[src/rtl/p2s_serializer.sv]
// Parallel-to-serial stage feeding the sequence detector: WIDTH-bit words in over valid/ready, one bit per clock out.
// Optional even-parity trailer bit per word is enabled by defining P2S_PARITY_EN.
module p2s_serializer #(
  parameter int WIDTH     = 8,
  parameter bit MSB_FIRST = 1'b1
) (
  input  logic             clk,
  input  logic             rst_n,
  input  logic [WIDTH-1:0] din,
  input  logic             din_valid,
  output logic             din_ready,
  input  logic             stall,
  output logic             data,
  output logic             data_valid,
  output logic             busy
);

  localparam int              CW   = $clog2(WIDTH + 1);
  localparam logic [CW-1:0]   LAST = CW'(WIDTH - 1);

  localparam logic [1:0] IDLE   = 2'd0;
  localparam logic [1:0] SHIFT  = 2'd1;
`ifdef P2S_PARITY_EN
  localparam logic [1:0] PARITY = 2'd2;
`endif

  logic [1:0]       state;
  logic [CW-1:0]    cnt;
  logic [WIDTH-1:0] shreg;
`ifdef P2S_PARITY_EN
  logic             par;
`endif

  logic             next_bit;
  logic [WIDTH-1:0] shreg_shifted;
  logic             last_slot;
  logic             accept;

  assign next_bit      = MSB_FIRST ? shreg[WIDTH-1] : shreg[0];
  assign shreg_shifted = MSB_FIRST ? {shreg[WIDTH-2:0], 1'b0} : {1'b0, shreg[WIDTH-1:1]};

  // The slot in which the final bit of a word leaves is also the slot in which the next word may load.
`ifdef P2S_PARITY_EN
  assign last_slot = (state == PARITY) && !stall;
`else
  assign last_slot = (state == SHIFT) && (cnt == LAST) && !stall;
`endif

  assign din_ready = (state == IDLE) || last_slot;
  assign accept    = din_valid && din_ready;
  assign busy      = (state != IDLE);

  // NOTE: all state here is updated with non-blocking assignments so every branch sees pre-edge values.
  always_ff @(posedge clk or negedge rst_n) begin
    if (!rst_n) begin
      state      <= IDLE;
      cnt        <= '0;
      shreg      <= '0;
      data       <= 1'b0;
      data_valid <= 1'b0;
`ifdef P2S_PARITY_EN
      par        <= 1'b0;
`endif
    end else begin
      case (state)
        IDLE: begin
          data_valid <= 1'b0;
          if (accept) begin
            shreg <= din;
            cnt   <= '0;
            state <= SHIFT;
`ifdef P2S_PARITY_EN
            par   <= ^din;
`endif
          end
        end

        SHIFT: begin
          if (stall) begin
            data_valid <= 1'b0;
          end else begin
            data       <= next_bit;
            data_valid <= 1'b1;
            shreg      <= shreg_shifted;
            if (cnt == LAST) begin
              cnt <= '0;
`ifdef P2S_PARITY_EN
              state <= PARITY;
`else
              if (accept) begin
                shreg <= din;
                state <= SHIFT;
              end else begin
                state <= IDLE;
              end
`endif
            end else begin
              cnt <= cnt + 1'b1;
            end
          end
        end

`ifdef P2S_PARITY_EN
        PARITY: begin
          if (stall) begin
            data_valid <= 1'b0;
          end else begin
            data       <= par;
            data_valid <= 1'b1;
            if (accept) begin
              shreg <= din;
              cnt   <= '0;
              par   <= ^din;
              state <= SHIFT;
            end else begin
              state <= IDLE;
            end
          end
        end
`endif

        default: state <= IDLE;
      endcase
    end
  end

endmodule

[config.mk]
export PLATFORM = sky130hd
export DESIGN_NAME = p2s_serializer
export DESIGN_NICKNAME = d
export VERILOG_FILES = /design/src/rtl/p2s_serializer.sv
export SDC_FILE = /design/constraint.sdc
export NUM_CORES = 1
export LEC_CHECK = 0
export ABC_AREA = 1
export BUFFER_PORTS_ARGS = -buffer_cell sky130_fd_sc_hd__buf_2
export CAP_MARGIN = 20
export CORE_MARGIN = 5
export CORE_UTILIZATION = 50
export DETAILED_ROUTE_END_ITERATION = 8
export PLACE_DENSITY = 0.74
export SLEW_MARGIN = 15
export SYNTH_ARGS = -nofsm -noshare
export SYNTH_HDL_FRONTEND = slang
export SYNTH_SLANG_ARGS = --single-unit
[constraint.sdc]
create_clock -name clk -period 1.5 [get_ports clk]
set_input_delay 0.075 -clock clk [delete_from_list [all_inputs] [get_ports clk]]
set_output_delay 0.075 -clock clk [all_outputs]
set_load 0.005 [all_outputs]
# After elaboration in Yosys (flattened, before gate mapping)
# Cells that the tools add are included.
# Widths: inputs -> output; s select.
# totals
reg_bits	16
input_bits	12
wordCells	39
# classes
add_sub_neg	1
n_eq_ne	5
muxes	16
n_bitwise	1
reduce_logical	11
# ops
operator	n
$mux 8	4
$pmux 8 s2	1
$mux 4	3
$pmux 4 s2	1
$mux 2	3
$reduce_and 3->1	2
$add 4x1->4 const B	1
$eq 4x3->1 const B	1
$ne 2x2->1 const B	2
$pmux 2 s2	1
$reduce_bool 2->1	2
$logic_and 1x1->1	3
$eq 2x1->1 const B	1
$logic_not 2->1	1
$mux 1	2
$ne 2x1->1 const B	1
$pmux 1 s2	1
$reduce_and 2->1	1
$logic_not 1->1	1
$logic_or 1x1->1	1
$not 1->1	1

# Logic depth before layout (Yosys ltp)
# depth
word_depth	9
ltp_mapped	8

# Least setup slack after synthesis
# No wires, ideal clock.
# synth_path
path_type	register to register
startpoint	reg cnt[0]
endpoint	reg shreg[1]
setup_ns	0.117
arrival_ns	1.101
required_ns	1.383
path_slack_ns	0.282
path_stages_with_launch	9
period_less_slack_ns	1.218
path_cell_list	dfrtp_1 -> ha_1 -> nand2_2 -> nor2_4 -> nand3_4 -> nand2_4 -> nand2_1 -> nand3_1 -> nand2_1
# synth_between
elab_chain_len	9
# synth_lines
item	line_no	text
start: declaration	28	logic [CW-1:0] cnt;
start signal: assignment	98	cnt <= cnt + 1'b1;
$eq 4x3->1 *	46, 85	
$logic_and 1x1->1 (2 in series)	46	assign last_slot = (state == SHIFT) && (cnt == LAST) && !stall;
$logic_or 1x1->1	49	assign din_ready = (state == IDLE) || last_slot;
$logic_and 1x1->1	50	assign accept = din_valid && din_ready;
$mux 8	90	if (accept) begin
$mux 8	85	if (cnt == LAST) begin
$mux 8	79	if (stall) begin
$pmux 8 s2	65	case (state)
end signal: assignment	69	shreg <= din;
end signal: assignment	84	shreg <= shreg_shifted;
end signal: assignment	91	shreg <= din;
end: declaration	29	logic [WIDTH-1:0] shreg;
# Mark *: on every way between the ends. The rest lies on a longest branch, timed or not. The select of a mux whose other input is x is not followed.
# A chain may end at the register's enable or synchronous reset.

# Final worst setup path
# layout_path
startpoint	reg cnt[1]
endpoint	out din_ready
# layout_between
elab_chain_len	4
# layout_lines
item	line_no	text
$eq 4x3->1	46	
$logic_and 1x1->1 (2 in series)	46	
$logic_or 1x1->1	49	
end: declaration	11	output logic din_ready,
# Every way passes these cells.

==> results.toml <==
[cells_and_area]
n_antenna_cell = 0
finalInstanceArea_um2 = 932
layout.nets = 136
syn2layout_area_growth_pct = 18.4
fin_util_pct = 61.9
drive_gt1_share_pct = 24.6

[critical_path]
worstReg2RegStart = "cnt[1]"
r2r_setup_slack_ns = 0.19
path_class = "flop to output pin"
critPathLaunch = "cnt[1]"
cp-start-kind = "flop"
reg2reg_to = "shreg[5]"
setup.worst_path.end = "din_ready"
crit_fanout = 3
critPathRequiredTime_ns = 1.42
reg2reg_depth = 8
end_kind = "output pin"
arrival_ns = 1.36

[placed_design]
portBuffers = 15
post_dp_cell_area_um2 = 875
gp_congestion = 0.809
dp_hpwl_mm = 1.14

[floorplanning]
die_h_um = 49.7
start_util_pct = 52.2
dieArea_um2 = 2470
io-pin-count = 16
die_w_um = 49.7
core_um2 = 1510
row_count = 14

[timing]
fin_crit_sh_pct = 95.8
skew_ns = 0.00671
finalSetupViolations = 0
finalHoldViolations = 0
max_slew_margin_pct = 78.3
rsz0062_at_grt = "true"
slew_viol_final = 0
worst_slew_pin_slew_ns = 0.325
min_period_ns = 1.44
fmax_ghz = 0.696

[pwr]
combPwrFrac_pct = 38.1
power_leakage_nw = 0.539
p_switching_mw = 0.530
switching_share_pct = 36.6
max-vdd-ir-drop_mv = 0.781
cellPowerDensity_nw_per_um2 = 1550
clkPwrFrac_pct = 15.6
internal_power_mw = 0.916
seqPwrFrac_pct = 46.3

[clocking]
worst_skew_pair.late_latency_ns = 0.28
clockBufferDepth = 2
cts_tree = "yes"
path_clk_slew_ns = 0.09
cts_root_buffer = "clkbuf_4"
htree_levels = 1
cts_sinks = 15
cts_buffers = 3

[run]
maxCapViolCount = 0

[global_route]
antenna_found_initial = 0
grt_pass1_vias = 640
grt_pass1_wl_mm = 2.77
grt_start_max_net_pins = 16
overflow = 0
grt_usage_pct = 14.4

[yosys]
synth_cells = 100
yosys.area.top_type = "dfrtp_1"
yosysMostFrequentCell = "nand2_1"
synth_area_um2 = 787
syn_area_per_cell_um2 = 7.87
yosys-top-cells-area = "dfrtp_1 48%, nand2_1 15%, nand3_1 10%"
synth_cell_types = 17
synth-simple-area-share_pct = 32.9
synth_edf_count = 0
synth.area.mux_share_pct = 0
synth_top_area_share_pct = 47.7
synth.top_cells.by_count = "31 x nand2_1, 20 x inv_1, 16 x nand3_1"
synth_seq_cells = 15
synth_compound_area_share_pct = 4.93
syn-num-nets = 113
ys_warn_count = 0
ys_async_sr_fraction_pct = 100
synth_fa_ha_area_share_pct = 1.59
synth_xor_area_share_pct = 0
ys_seq_area_share_pct = 47.7
synth_top_family_by_area = "simple AND/OR/NAND/NOR gates"
synth-main-ff-cell = "dfrtp_1"

[worst_hold_path]
hold_path.class = "input pin to flop"

[routing]
wl_mm = 1.56
drc = 0
routed-via-count = 679
avgViaCountPerCell = 4.92
final_antenna_net_count = 0
wl_per_cell_um = 11.3
drt_iter0_markers = 20
firstDrtPassIters = 4

[status]
status = "finished clean"
[stage by stage]
| step | instances | power, mW | setup WS [ns] | TNS, ns | hold WS, ns |
|---|---|---|---|---|---|
| floorplan | 100 | 1.04 | 0.282 | 0 | -0.221 |
| global placement | 131 | 1.15 | 0.208 | 0 | -0.0100 |
| detailed placement | 131 | 1.17 | 0.173 | 0 | -0.00719 |
| CTS | 138 | 1.44 | 0.0239 | 0 | 0.0358 |
| global route | 138 | 1.58 | -0.0117 | -0.0117 | 0.0439 |
| finish | 138 | 1.45 | 0.0636 | 0 | 0.0415 |
[sequential cells by signal, summed over array words and instances (netlist names)]
register / flops
cnt: 4
state: 1
shreg: 8
data_valid: 1
data: 1
[power by group through the flow]
stage	logic [mW]	clock network [mW]	registers, mW
after global placement	0.471	0	0.681
after global routing	0.634	0.254	0.692
after CTS	0.540	0.236	0.665
after detailed placement	0.480	0	0.688
after floorplan	0.373	0	0.664
final	0.551	0.226	0.669
[cell usage in the layout, fill, tap and decap left out, drive strengths merged]
cell         instances
a22o                 1
ha                   1
clkbuf               4
inv                 21
dlygate4sd3          1
buf                 19
nand4                2
dfrtp               15
nor2                 2
nand2               33
o21ai                4
nand3               17
a21oi                2
[metal layers]
layer  track usage (%)  wire, um  up-vias
met5                 0         0        -
met4              9.61        44        0
met3              3.61        81        6
met2              18.2       656       18
met1              21.1       773      298
li1                  -         -      357
[critical path, cell delays in order (launching register included)]
cell     delay (ns)
dfrtp_1        0.37
ha_2           0.19
nand2_2        0.07
nor2_4         0.13
inv_2          0.07
o21ai_2        0.12
buf_2          0.13
[worst min path at each step]
| stage | to | startpoint | slack [ns] | depth (start not counted) |
|---|---|---|---|---|
| 3_5_place_dp | data_valid | rst_n | -0.007 | 1 |
| 2_1_floorplan | cnt[0] | rst_n | -0.22 | 0 |
| 6_report | state[0] | stall | 0.04 | 3 |
| 5_1_grt | state[0] | stall | 0.04 | 3 |
| 3_3_place_gp | cnt[2] | rst_n | -0.01 | 1 |
| 4_1_cts | state[0] | stall | 0.04 | 3 |
[cell type report]
type,count,area (um2)
well taps,16,20.0
fillers,135,574
flip-flops and latches,15,375
inverters,21,78.8
multi-input cells,62,317
repair buffers,20,115
clock buffers,4,26.3
[kinds of logic (layout without fill, tap and decap cells)]
logic type	count (synthesis)	after routing
compound gates	7	7
flops	15	15
fa+ha+maj	1	1
buf+inv	23	45
simple gates	54	54
[repair_timing]
item                                   in CTS  in global routing
resized for setup                           0                  3
hold buffers                                1                  0
setup endpoints to repair                   1                  1
setup buffers                               2                  0
gates cloned                                0                  0
endpoints found under the hold margin      15                  0
Power figures use the tool's default switching activity.
